==> src/rtl/mem_stage_pkg.sv <==
// Shared bus layouts and field indices for the EX/MEM/WB stages.
// The EX and WB stages pack and unpack their buses with these constants.
package mem_stage_pkg;

  localparam int ES2MS_W      = 163;
  localparam int MS2WS_W      = 149;
  localparam int RF_ZIP_W     = 39;
  localparam int EXCEPT_ZIP_W = 85;

  localparam int EXC_ALE  = 0;
  localparam int EXC_ERTN = 1;
  localparam int EXC_SYS  = 2;
  localparam int EXC_ADEF = 3;
  localparam int EXC_INE  = 4;
  localparam int EXC_BRK  = 5;
  localparam int EXC_INT  = 6;
  localparam int EXC_CAUSE_W = 7;

  localparam int LD_B  = 0;
  localparam int LD_BU = 1;
  localparam int LD_H  = 2;
  localparam int LD_HU = 3;
  localparam int LD_W  = 4;

  // Field order matches the es2ms_bus packing, MSB first.
  typedef struct packed {
    logic                    mem_req;
    logic [4:0]              ld_op;
    logic                    res_from_mem;
    logic                    csr_re;
    logic                    rf_we;
    logic [4:0]              rf_waddr;
    logic [31:0]             alu_result;
    logic [31:0]             pc;
    logic [EXCEPT_ZIP_W-1:0] except_zip;
  } es2ms_t;

endpackage

==> src/rtl/mem_stage_load_align.sv <==
// Load data alignment: selects the byte/half/word addressed by the
// low address bits and sign- or zero-extends it.
module mem_load_align
  import mem_stage_pkg::*;
(
  input  logic [31:0] rd,
  input  logic [1:0]  off,
  input  logic [4:0]  ld_op,
  output logic [31:0] result
);

  logic [31:0] shifted;
  logic [7:0]  byte_v;
  logic [15:0] half_v;

  assign shifted = rd >> {off, 3'b000};
  assign byte_v  = shifted[7:0];
  assign half_v  = off[1] ? rd[31:16] : rd[15:0];

  always_comb begin
    result = rd;
    unique case (1'b1)
      ld_op[LD_B]:  result = {{24{byte_v[7]}}, byte_v};
      ld_op[LD_BU]: result = {24'h0, byte_v};
      ld_op[LD_H]:  result = {{16{half_v[15]}}, half_v};
      ld_op[LD_HU]: result = {16'h0, half_v};
      ld_op[LD_W]:  result = rd;
      default:      result = rd;
    endcase
  end

endmodule

==> src/rtl/mem_stage.sv <==
// MEM stage: waits for data-SRAM responses, aligns load data and
// drops responses that belong to instructions killed by a flush.
module mem_stage
  import mem_stage_pkg::*;
#(
  parameter int CNT_W = 2
) (
  input  logic                clk,
  input  logic                resetn,
  input  logic                es2ms_valid,
  output logic                ms_allowin,
  input  logic [ES2MS_W-1:0]  es2ms_bus,
  input  logic                es_req_inflight,
  input  logic                data_sram_data_ok,
  input  logic [31:0]         data_sram_rdata,
  input  logic                ws_allowin,
  output logic                ms2ws_valid,
  output logic [MS2WS_W-1:0]  ms2ws_bus,
  output logic [RF_ZIP_W-1:0] ms_rf_zip,
  output logic                ms_ld_block,
  output logic                ms_ex_to_es,
  input  logic                wb_ex,
  input  logic                ertn_flush
);

  localparam logic [CNT_W:0] CNT_MAX = {1'b0, {CNT_W{1'b1}}};

  es2ms_t           ms_r;
  logic             ms_valid;
  logic             buf_valid;
  logic [31:0]      buf_data;
  logic [CNT_W-1:0] discard_cnt;

  logic        flush;
  logic        cnt_zero;
  logic        data_live;
  logic        need_data;
  logic        ms_ready_go;
  logic        ms_leave;
  logic        has_ex;
  logic        buf_set;
  logic [31:0] rd;
  logic [31:0] load_data;
  logic [31:0] rf_wdata;

  logic             inc_own;
  logic             dec;
  logic [CNT_W:0]   inc_cnt;
  logic [CNT_W:0]   cnt_sum;
  logic [CNT_W-1:0] cnt_next;

  assign flush     = wb_ex | ertn_flush;
  assign cnt_zero  = discard_cnt == '0;
  assign data_live = data_sram_data_ok & cnt_zero;
  assign need_data = ms_valid & ms_r.mem_req;

  assign ms_ready_go = ~need_data | buf_valid | data_live;
  assign ms_allowin  = ~ms_valid | (ms_ready_go & ws_allowin);
  assign ms2ws_valid = ms_valid & ms_ready_go & ~flush;
  assign ms_leave    = ms_valid & ms_ready_go & ws_allowin;

  assign has_ex = |ms_r.except_zip[EXC_CAUSE_W-1:0];

  assign rd = buf_valid ? buf_data : data_sram_rdata;

  mem_load_align u_align (
    .rd     (rd),
    .off    (ms_r.alu_result[1:0]),
    .ld_op  (ms_r.ld_op),
    .result (load_data)
  );

  assign rf_wdata = ms_r.res_from_mem ? load_data : ms_r.alu_result;

  assign ms2ws_bus = {ms_r.alu_result, ms_r.pc, ms_r.except_zip};
  assign ms_rf_zip = {ms_r.csr_re,
                      ms_r.rf_we & ms_valid & ~has_ex,
                      ms_r.rf_waddr,
                      rf_wdata};

  assign ms_ld_block = ms_valid &
                       ((ms_r.res_from_mem & ~ms_ready_go) | ms_r.csr_re);
  assign ms_ex_to_es = ms_valid & has_ex;

  // A killed request still owes a response: one from the waiting
  // instruction here, one from a request EX already handed to SRAM.
  assign inc_own = need_data & ~buf_valid & ~data_live;
  assign inc_cnt = flush ? ({{CNT_W{1'b0}}, inc_own}
                          + {{CNT_W{1'b0}}, es_req_inflight})
                         : '0;
  assign dec     = data_sram_data_ok & ~cnt_zero;
  assign cnt_sum = {1'b0, discard_cnt} + inc_cnt
                 - {{CNT_W{1'b0}}, dec};
  assign cnt_next = (cnt_sum > CNT_MAX) ? CNT_MAX[CNT_W-1:0]
                                        : cnt_sum[CNT_W-1:0];

  assign buf_set = need_data & ~buf_valid & data_live
                 & ~ws_allowin & ~flush;

  always_ff @(posedge clk) begin
    if (!resetn) begin
      ms_valid    <= 1'b0;
      ms_r        <= '0;
      buf_valid   <= 1'b0;
      buf_data    <= 32'h0;
      discard_cnt <= '0;
    end else begin
      if (flush)
        ms_valid <= 1'b0;
      else if (ms_allowin)
        ms_valid <= es2ms_valid;

      if (es2ms_valid & ms_allowin & ~flush)
        ms_r <= es2ms_t'(es2ms_bus);

      if (flush | ms_leave)
        buf_valid <= 1'b0;
      else if (buf_set) begin
        buf_valid <= 1'b1;
        buf_data  <= data_sram_rdata;
      end

      discard_cnt <= cnt_next;
    end
  end

endmodule

==> config.mk <==
export PLATFORM = sky130hd
export DESIGN_NAME = mem_stage
export DESIGN_NICKNAME = d
export VERILOG_FILES = /design/src/rtl/mem_stage_pkg.sv /design/src/rtl/mem_stage_load_align.sv /design/src/rtl/mem_stage.sv
export SDC_FILE = /design/constraint.sdc
export NUM_CORES = 1
export LEC_CHECK = 0
export ABC_AREA = 1
export CORE_UTILIZATION = 50
export CTS_CLUSTER_SIZE = 30
export DETAILED_ROUTE_END_ITERATION = 8
export MAX_ROUTING_LAYER = met4
export PLACE_DENSITY = 0.84
export SLEW_MARGIN = 20
export SYNTH_ARGS = -nofsm -noshare
export SYNTH_HDL_FRONTEND = slang
export SYNTH_HIERARCHICAL = 1
export SYNTH_SLANG_ARGS = --single-unit
==> constraint.sdc <==
create_clock -name clk -period 5.5 [get_ports clk]
set_input_delay 1.1 -clock clk [delete_from_list [all_inputs] [get_ports clk]]
set_output_delay 1.1 -clock clk [all_outputs]
set_load 0.05 [all_outputs]
After elaboration in Yosys (flattened, before gate mapping). Index checks and enable logic that the tools add are counted.

Register bits after elaboration: 198. Input bits: 203. Output and inout bits: 192. Logic and storage cells: 65.

$add $sub $neg: 3. $lt $le $gt $ge: 1. Shift operators: 1. Muxes and demuxes: 6. Bitwise operators: 36. Reduce and logical (&&, ||, !) cells: 5.

Operators with widths (number): $pmux W32 S4 (1); $mux W32 (2); $shr A32 B5 Y8 (1); $and A1 B1 Y1 (19); $mux W16 (1); $not A1 Y1 (11); $reduce_or A7 Y1 (1); $or A1 B1 Y1 (6); $mux W2 (2); $reduce_or A2 Y1 (2); $add A2 B2 Y3 (1); $gt A3 B2 Y1 const B (1); $sub A3 B1 Y3 (1); $add A1 B1 Y2 (1); $logic_not A2 Y1 (1); $reduce_and A2 Y1 (1).

Longest topological paths before layout. Gate-level depths: netlist of the first run.

Word-level depth: 10. Mapped depth: 14. Mapped depth without buffers: 14.

Cells and area by module. Netlist of the first run, hierarchy kept.

By module, submodules not included: mem_stage (times used 1, cells an instance 1558, area each 10737.8 um2, sequential area each 3983.8 um2); mem_load_align (times used 1, cells an instance 163, area each 884.6 um2, sequential area each 0.0 um2).

Least setup slack after synthesis of the first run. Ideal clock, no wire load.

Path type: input to output. Start: input wb_ex. End: output ms2ws_valid. Arrival: 2.348 ns. Required time: 4.400 ns. Slack: 2.052 ns. Cell stages on the path: 3. Path buffers: 0. Cells stage by stage: inv_1 nand2_1 nor3_1.

Word-level cells in the longest chain between the ends: 3.

Ends and longest elaborated chain: from (decl) (line mem_stage.sv:22) `input logic wb_ex,`; $or A1 B1 Y1 (line mem_stage.sv:52) `assign flush = wb_ex | ertn_flush;`; $not A1 Y1 (line mem_stage.sv:59) `assign ms2ws_valid = ms_valid & ms_ready_go & ~flush;`; $and A1 B1 Y1 (line mem_stage.sv:59); to (decl) (line mem_stage.sv:17) `output logic ms2ws_valid,`.

No other way between the ends.

Worst setup path in the final report of the first run.
Start: input data_sram_rdata[7]. End: output ms_rf_zip[29].

Word-level cells in the longest chain between the ends: 4.

Ends and longest elaborated chain: from (decl) (line mem_stage.sv:15) `input logic [31:0] data_sram_rdata,`; $mux W32 (line mem_stage.sv:64) `assign rd = buf_valid ? buf_data : data_sram_rdata;`; net rd[7] (line mem_stage.sv:42) `logic [31:0] rd;`; $shr A32 B5 Y8 (line mem_stage_load_align.sv:16) `assign shifted = rd >> {off, 3'b000};`; $pmux W32 S4 (line mem_stage_load_align.sv:22) `unique case (1'b1)`; net load_data[29] (line mem_stage.sv:43) `logic [31:0] load_data;`; $mux W32 (line mem_stage.sv:73) `assign rf_wdata = ms_r.res_from_mem ? load_data : ms_r.alu_result;`; to (decl) (line mem_stage.sv:19) `output logic [RF_ZIP_W-1:0] ms_rf_zip,`.

The timed path passes the listed nets, and every way through them passes these cells.

==> flow_metrics.py, run 1 <==
metrics = {
    "run_status": {
        "outcome": "finished clean",
    },
    "global_route": {
        "grt_pass1_wl_um": 51000,
        "track_usage": 0.279,
        "grt_max_degree": 227,
        "grt_overflow": 0,
        "grt_pass1_vias": 9712,
        "antenna_found_initial": 3,
    },
    "detailed_routing": {
        "viasPerCell": 5.02,
        "wl_met3_um": 2540,
        "met2_wirelength_um": 15800,
        "antenna_left": 0,
        "drtIter0Drc": 957,
        "drc_errors": 0,
        "topRoutingLayerUsed": "met4",
        "wire_per_inst_um": 15.2,
        "drt-total-wl_um": 32900,
        "met1_length_um": 13600,
        "first_pass_iters": 8,
        "num_vias": 10856,
    },
    "timing": {
        "grt_setup_unrepaired": "no",
        "slew_viol_final": 0,
        "period_needed_ns": 4.67,
        "finClkSkew_ns": 0.0153,
        "hold_viol": 0,
        "finalSetupTns_ns": 0,
        "worstMarginPinSlew_ns": 1.02,
        "slew_headroom": 0.319,
        "post-route-period-util": 0.849,
        "setup_viol": 0,
        "fmax_mhz": 214,
    },
    "clocking": {
        "clockBufferDepth": 2,
        "tritoncts": "done",
        "cts_resized": 0,
        "clk_pin_slew_ns": 0.07,
        "clk-insertion-delay-late_ns": 0.43,
        "cts-root-buf": "clkbuf_16",
        "hold_buffers": 0,
        "post_cts_buffers": 0,
        "htree_num_levels": 4,
        "cts_made_buffers": 17,
        "cts.sinks": 198,
    },
    "worst_setup_path": {
        "required_ns": 4.40,
        "crit_end": "ms_rf_zip[29]",
        "reg2reg_from": "buf_valid",
        "arrival_ns": 3.57,
        "cp_max_fo": 24,
        "r2r-end": "ms2ws_bus[106]",
        "start_kind": "primary input",
        "crit_path_top_delay_cell": "clkdlybuf4s50_1",
        "r2r_slack_ns": 2.30,
        "ff2ff_path_depth": 10,
        "crit_cells": 11,
        "critPathCaptureType": "primary output",
        "path_buf_inv": 3,
        "slowest_delay_ns": 0.70,
        "path_class": "primary input to primary output",
        "crit_chain": "clkdlybuf4s50_1 -> nand2_1 -> nand2_1 -> inv_1 -> nand2_2 -> nand3_2 -> nand2_2 -> nand2_4 -> nand3_1 -> mux2_2 -> clkdlybuf4s50_1",
        "startpoint": "data_sram_rdata[7]",
        "path_delay_family": "buffers and inverters",
    },
    "pwr": {
        "p_leak_uw": 0.00667,
        "vdd_drop_max_mv": 0.169,
        "power_density_nw_per_um2": 260,
    },
    "synth": {
        "synth_nets": 1923,
        "netlist_instances": 1715,
        "yosysWarnings": 6,
        "postSynthAreaPerCell_um2": 6.75,
        "netlist_area_um2": 11600,
    },
    "final_layout": {
        "drive_gt1_frac": 0.0598,
        "fin_nets": 2069,
        "final_util": 0.644,
        "syn2layout_area_growth_pct": 26.3,
    },
    "placed_design": {
        "dp_hpwl_um": 23100,
        "port_buffers": 393,
        "place.gp.congestion": 0.939,
    },
    "floorplan": {
        "core_um2": 22700,
        "num_rows": 55,
        "die_h_um": 154,
        "initial_core_util": 0.510,
        "die_w_um": 154,
        "ios": 395,
        "die_area_um2": 23800,
    },
    "worst_hold_path": {
        "hold_path.class": "flop to flop",
    },
    "flow_run": {
        "cap_violations": 0,
    },
}
-- per-stage QoR --
step	setup WS [ns]	instances	cell area, µm²	total power [µW]	hold WS, ns
finish	0.831	2163	14600	3810	0.482
global route	0.680	2162	14600	3980	0.503
CTS	0.882	2159	14600	3840	0.485
detailed placement	0.885	2127	14000	2580	0.467
global placement	0.903	2127	14000	2560	0.459
floorplan	2.05	1715	11600	2290	0.452
-- power by group --
group          total (µW)  switching, µW  internal (µW)
sequential           1550           47.9           1500
combinational        1000            596            409
clock                1250            631            624
total                3810           1270           2530
-- registers in the layout, summed over array words and instances, names as in the netlist --
| register | cells |
|---|---|
| buf_data | 32 |
| buf_valid | 1 |
| discard_cnt | 2 |
| ms2ws_bus | 149 |
| ms_r | 7 |
| ms_rf_zip | 6 |
| ms_valid | 1 |
-- cells in the final DEF (no fill, tap or decap), types with 2 or more instances in the layout --
cell type,n
a21oi_1,164
nor2_4,2
buf_12,3
inv_2,3
mux2_2,32
nand2_4,4
nand3_2,22
clkinv_8,3
nor3_1,3
buf_4,6
clkbuf_16,17
clkinv_4,2
dfxtp_1,198
diode_2,4
nand2_2,3
nor2_1,237
inv_6,5
nand2_1,360
ha_1,4
clkdlybuf4s50_1,392
nand3_1,185
inv_1,181
clkbuf_8,2
o21ai_0,34
inv_8,4
-- metal layers --
metal	track usage	up-vias
li1	-	5490
met1	0.340	4900
met2	0.445	412
met3	0.0633	54
met4	0.112	0
met5	-	-
-- worst min path at each step --
stage                     slack (ns)     startpoint       endpoint  depth (start not counted)
final                           0.48  ms2ws_bus[78]  ms2ws_bus[78]                          2
after global routing            0.50  ms2ws_bus[24]  ms2ws_bus[24]                          2
after CTS                       0.49  ms2ws_bus[32]  ms2ws_bus[32]                          2
after detailed placement        0.47  ms2ws_bus[32]  ms2ws_bus[32]                          2
after global placement          0.46  ms2ws_bus[13]  ms2ws_bus[13]                          2
after floorplan                 0.45      ms_r[154]      ms_r[154]                          2
-- worst min-delay path, delay by kind of cell (launching register included) --
family	cells	cell delay (ns)
compound gates	1	0.04
flops	1	0.33
simple gates	1	0.08
-- layout make-up --
| cell class | count | area, µm² |
|---|---|---|
| Fill cell | 2012 | 8080 |
| Multi-Input combinational cell | 1056 | 4960 |
| Timing Repair Buffer | 402 | 4040 |
| Sequential cell | 198 | 3960 |
| Inverter | 186 | 703 |
| Clock buffer | 18 | 439 |
| Tap cell | 285 | 357 |
| Clock inverter | 14 | 154 |
| Antenna cell | 4 | 10.0 |
(Power assumes the default switching activity.)
==> run 2, diff against run 1 <==
--- a/config.mk
+++ b/config.mk
@@ -6,11 +6,11 @@
 export NUM_CORES = 1
 export LEC_CHECK = 0
 export ABC_AREA = 1
-export CORE_UTILIZATION = 50
+export CORE_UTILIZATION = 42
 export CTS_CLUSTER_SIZE = 30
 export DETAILED_ROUTE_END_ITERATION = 8
 export MAX_ROUTING_LAYER = met4
-export PLACE_DENSITY = 0.84
+export PLACE_DENSITY = 0.75
 export SLEW_MARGIN = 20
 export SYNTH_ARGS = -nofsm -noshare
 export SYNTH_HDL_FRONTEND = slang
==> constraint.sdc (replaced) <==
create_clock -name clk -period 4.1 [get_ports clk]
set_input_delay 0.82 -clock clk [delete_from_list [all_inputs] [get_ports clk]]
set_output_delay 0.82 -clock clk [all_outputs]
set_load 0.05 [all_outputs]
==> run 2 against run 1 <==
  * Non-clock buffer count rose by 5
  * Clock skew shrank 0.00068 ns
  * Combinational power rose by 35%
  * Total power is 35% higher
  * Clock power grew 37%
  * Sequential share of layout area shrank 0.18 points
  * Largest cell class unchanged
==> flow_metrics.py, run 2 (synthesis results as in run 1) <==
metrics = {
    "run_status": {
        "outcome": "finished clean",
    },
    "final_layout": {
        "most-common-layout-cells": "clkdlybuf4s50_1, nand2_1, nor2_1, dfxtp_1, nand3_1",
        "fill_cells": 2569,
        "final_util": 0.545,
        "fin_nets": 2074,
        "largest_reg_flops": 149,
        "fin_area_um2": 14700,
        "drive_gt1_frac": 0.0772,
        "syn2layout_area_growth_pct": 27.2,
        "layout_commonest_cell": "clkdlybuf4s50_1",
    },
    "detailed_routing": {
        "drc_errors": 0,
        "drt-total-wl_um": 33500,
        "viasPerCell": 4.84,
        "drtIter0Drc": 932,
        "antenna_left": 0,
        "wire_per_inst_um": 15.0,
        "num_vias": 10777,
        "first_pass_iters": 5,
    },
    "pwr": {
        "combPwrFrac": 0.263,
        "switching_power_uw": 1740,
        "vdd_drop_max_mv": 0.324,
        "p_int_uw": 3400,
        "sw_frac_of_total": 0.339,
        "p_clk_frac": 0.332,
        "pwr-share-seq": 0.404,
        "p_leak_uw": 0.00676,
        "power_density_nw_per_um2": 349,
    },
    "worst_hold_path": {
        "hold_path.class": "flop to flop",
    },
    "timing": {
        "grt_setup_unrepaired": "no",
        "post-route-period-util": 0.910,
        "hold_viol": 0,
        "period_needed_ns": 3.73,
        "slew_headroom": 0.451,
        "worstMarginPinSlew_ns": 0.823,
        "fmax_mhz": 268,
        "setup_viol": 0,
        "slew_viol_final": 0,
        "finalSetupTns_ns": 0,
        "worst_hold_slack_ns": 0.481,
        "finClkSkew_ns": 0.0146,
    },
    "placed_design": {
        "dp_hpwl_um": 23300,
        "place_area_um2": 14100,
        "place.gp.congestion": 0.924,
        "port_buffers": 393,
    },
    "floorplan": {
        "ios": 395,
        "die_area_um2": 28200,
        "num_rows": 60,
        "die_w_um": 168,
        "core_um2": 27000,
        "initial_core_util": 0.429,
        "die_h_um": 168,
    },
    "worst_setup_path": {
        "path_delay_family": "buffers and inverters",
        "arrival_ns": 2.91,
        "slowest_delay_ns": 0.79,
        "r2r_slack_ns": 1.46,
        "required_ns": 3.28,
        "path_class": "primary input to primary output",
        "path_buf_inv": 2,
        "critPathCaptureType": "primary output",
        "crit_path_frequent_cell": "nand2_1",
        "crit_path_top_delay_cell": "clkdlybuf4s50_1",
        "cp_max_fo": 2,
        "start_kind": "primary input",
        "crit_chain": "clkdlybuf4s50_1 -> nand2_1 -> nand2_1 -> nand2_1 -> nand2_1 -> nand2_1 -> nand3_1 -> mux2_2 -> clkdlybuf4s50_1",
    },
    "global_route": {
        "grt_pass1_wl_um": 51900,
        "grt_pass1_vias": 9615,
        "antenna_found_initial": 8,
        "grt_overflow": 0,
        "grt_max_degree": 185,
        "track_usage": 0.238,
    },
    "clocking": {
        "clockBufferDepth": 2,
        "cts-root-buf": "clkbuf_16",
        "htree_num_levels": 4,
        "clk_pin_slew_ns": 0.08,
        "post_cts_buffers": 0,
        "cts_made_buffers": 17,
        "cts_resized": 0,
        "hold_buffers": 0,
        "tritoncts": "done",
        "clk-insertion-delay-late_ns": 0.43,
        "cts.sinks": 198,
    },
    "flow_run": {
        "cap_violations": 0,
    },
}
## run 2: cell types whose count changed in the layout (fill, tap and decap cells not counted), sizes merged
cell,delta
clkbuf,-1
clkdlybuf4s50,-28
buf,+34
diode,+4
clkinvlp,+1
clkinv,-1
## run 2: per-stage QoR
step	setup slack [ns]	total power, µW	std cells
finish	0.370	5140	2228
global route	0.290	5370	2228
CTS	0.389	5180	2220
detailed placement	0.399	3470	2188
global placement	0.419	3450	2188
floorplan	1.21	3070	1715
## run 2: power by group through the flow
stage          clock network (µW)  registers (µW)  logic (µW)
3_5_place_dp                    0            2120        1350
2_1_floorplan                   0            2100         975
4_1_cts                      1750            2080        1350
3_3_place_gp                    0            2120        1330
5_1_grt                      1830            2090        1460
6_report                     1710            2080        1350
## run 2: cell type report
type	count	area, µm²	share of cell area
repair buffers	407	4060	0.276
well taps	341	427	0.0290
diodes	8	20.0	0.00136
multi-input cells	1056	4960	0.337
flip-flops and latches	198	3960	0.269
clock inverters	14	155	0.0105
inverters	186	703	0.0478
clock buffers	18	439	0.0298
## run 2: per-layer routing
metal,vias up,GRT usage,share of wire
met5,-,-,0
met4,0,0.0893,0.030
met3,52,0.0555,0.083
met1,4800,0.303,0.43
li1,5490,-,-
met2,435,0.365,0.46
## run 2: path summary, 6_finish.rpt
path,start,end,depth (start not counted)
hold / removal,ms2ws_bus[82],ms2ws_bus[82],2
hold reg to reg,ms2ws_bus[82],ms2ws_bus[82],2
setup reg to reg,buf_valid,discard_cnt[1],14
setup / recovery,data_sram_rdata[27],ms_rf_zip[3],9
## run 2: worst reg2reg max path: cells and delay by family (launching register included)
kind	cells	cell delay [ns]
flops	1	0.34
xor+xnor	1	0.14
simple gates	3	0.23
buf+inv	5	0.60
fa+ha+maj	4	1.05
compound gates	1	0.17
==> run 3, diff against run 2 <==
--- a/config.mk
+++ b/config.mk
@@ -6,7 +6,9 @@
 export NUM_CORES = 1
 export LEC_CHECK = 0
 export ABC_AREA = 1
-export CORE_UTILIZATION = 42
+export CELL_PAD_IN_SITES_DETAIL_PLACEMENT = 1
+export CELL_PAD_IN_SITES_GLOBAL_PLACEMENT = 1
+export CORE_UTILIZATION = 29
 export CTS_CLUSTER_SIZE = 30
 export DETAILED_ROUTE_END_ITERATION = 8
 export MAX_ROUTING_LAYER = met4
==> constraint.sdc (replaced) <==
create_clock -name clk -period 3.4 [get_ports clk]
set_input_delay 0.68 -clock clk [delete_from_list [all_inputs] [get_ports clk]]
set_output_delay 0.68 -clock clk [all_outputs]
set_load 0.05 [all_outputs]
==> run 3 against run 2 <==
  * Die area rose by 44%
  * Clock power increased by 19%
  * Clock skew shrank 0.0061 ns
  * Non-clock buffer count up 1
  * Cell area grew 1.4%
  * Wire length up 19%
  * Critical path depth grew 3
  * Flip-flop and latch count did not move
  * Largest power group unchanged
==> flow_metrics.py, run 3 (synthesis results as in run 1) <==
metrics = {
    "run_status": {
        "outcome": "finished clean",
    },
    "final_layout": {
        "fill_cells": 4910,
        "syn2layout_area_growth_pct": 28.9,
        "most-common-layout-cells": "nand2_1, clkdlybuf4s50_1, nor2_1, dfxtp_1, nand3_1",
        "drive_gt1_frac": 0.0814,
        "largest_reg_flops": 149,
        "fin_nets": 2075,
        "layout_commonest_cell": "nand2_1",
        "stdcell_count": 2406,
    },
    "detailed_routing": {
        "antenna_left": 0,
        "viasPerCell": 4.56,
        "drc_errors": 0,
        "drt-total-wl_um": 39800,
        "num_vias": 10967,
        "first_pass_iters": 5,
        "drtIter0Drc": 489,
        "wire_per_inst_um": 16.5,
    },
    "placed_design": {
        "place.gp.congestion": 0.882,
        "port_buffers": 393,
        "dp_hpwl_um": 28800,
        "place_ws_ns": 0.171,
        "dp.cells": 2366,
    },
    "flow_run": {
        "cap_violations": 0,
    },
    "pwr": {
        "p_leak_uw": 0.00677,
        "total_power_uw": 6190,
        "vdd_drop_max_mv": 0.340,
        "power_density_nw_per_um2": 415,
    },
    "timing": {
        "setup_slack_ns": 0.128,
        "slew_viol_final": 0,
        "finalSetupTns_ns": 0,
        "setup_viol": 0,
        "post-route-period-util": 0.962,
        "slew_headroom": 0.486,
        "finClkSkew_ns": 0.00847,
        "grt_setup_unrepaired": "no",
        "worstMarginPinSlew_ns": 0.771,
        "hold_viol": 0,
        "period_needed_ns": 3.27,
        "fmax_mhz": 306,
    },
    "clocking": {
        "hold_buffers": 0,
        "cts.sinks": 198,
        "cts-root-buf": "clkbuf_16",
        "post_cts_buffers": 0,
        "tritoncts": "done",
        "htree_num_levels": 4,
        "clockBufferDepth": 2,
        "cts_made_buffers": 17,
        "clk-insertion-delay-late_ns": 0.46,
        "cts_resized": 0,
        "clk_pin_slew_ns": 0.07,
    },
    "global_route": {
        "grt_pass1_vias": 10892,
        "grt_max_degree": 156,
        "grt_pass1_wl_um": 61600,
        "antenna_found_initial": 8,
        "track_usage": 0.199,
        "grt_overflow": 0,
    },
    "floorplan": {
        "die_h_um": 202,
        "initial_core_util": 0.297,
        "die_area_um2": 40700,
        "die_w_um": 202,
        "ios": 395,
        "core_um2": 39000,
        "num_rows": 72,
    },
    "worst_setup_path": {
        "start_kind": "primary input",
        "required_ns": 2.72,
        "path_class": "primary input to primary output",
        "arrival_ns": 2.59,
        "cp_max_fo": 15,
        "critPathCaptureType": "primary output",
    },
    "worst_hold_path": {
        "hold_path.class": "flop to flop",
    },
}
run 3: metrics by stage:
step	utilization	area, µm²	hold WS, ns
floorplan	-	11600	0.452
global route	0.383	14900	0.510
detailed placement	0.368	14300	0.467
finish	0.383	14900	0.482
CTS	0.382	14900	0.486
global placement	0.368	14300	0.461
run 3: path summary, 6_finish.rpt:
check                           from        endpoint  slack [ns]  depth (start not counted)
setup / recovery  data_sram_rdata[7]   ms_rf_zip[14]        0.13                         12
hold / removal         ms2ws_bus[85]   ms2ws_bus[85]        0.48                          2
setup reg to reg            ms_valid  discard_cnt[1]        0.84                         14
hold reg to reg        ms2ws_bus[85]   ms2ws_bus[85]        0.48                          2
run 3: area by class of cell:
| class | instances | area, µm² | share of cell area |
|---|---|---|---|
| timing repair buffer | 408 | 4070 | 0.273 |
| tap | 518 | 648 | 0.0434 |
| antenna | 8 | 20.0 | 0.00134 |
| clock inverter | 14 | 125 | 0.00838 |
| sequential | 198 | 3960 | 0.265 |
| multi-input combinational | 1056 | 4960 | 0.332 |
| inverter | 186 | 703 | 0.0471 |
| clock buffer | 18 | 439 | 0.0294 |
run 3: worst max-delay path: stages:
cell,delay [ns]
clkdlybuf4s50_1,0.45
nand2_1,0.09
nand2_1,0.12
inv_1,0.11
nand2_2,0.07
nand3_2,0.07
nand2_2,0.07
nand2_4,0.16
buf_12,0.19
nand3_2,0.10
mux2_2,0.28
buf_4,0.19
run 3: where the power goes:
part | internal (µW) | switching (µW)
combinational | 655 | 999
clock | 1040 | 994
sequential | 2430 | 77.8
total | 4120 | 2070
run 3: routing by layer:
layer,wire length [µm],share of wire,track usage,vias to the layer above
met2,19000,0.48,0.316,255
met4,758,0.019,0.0687,0
li1,-,-,-,5488
met3,2530,0.063,0.0543,34
met1,17500,0.44,0.242,5190
met5,0,0,-,-
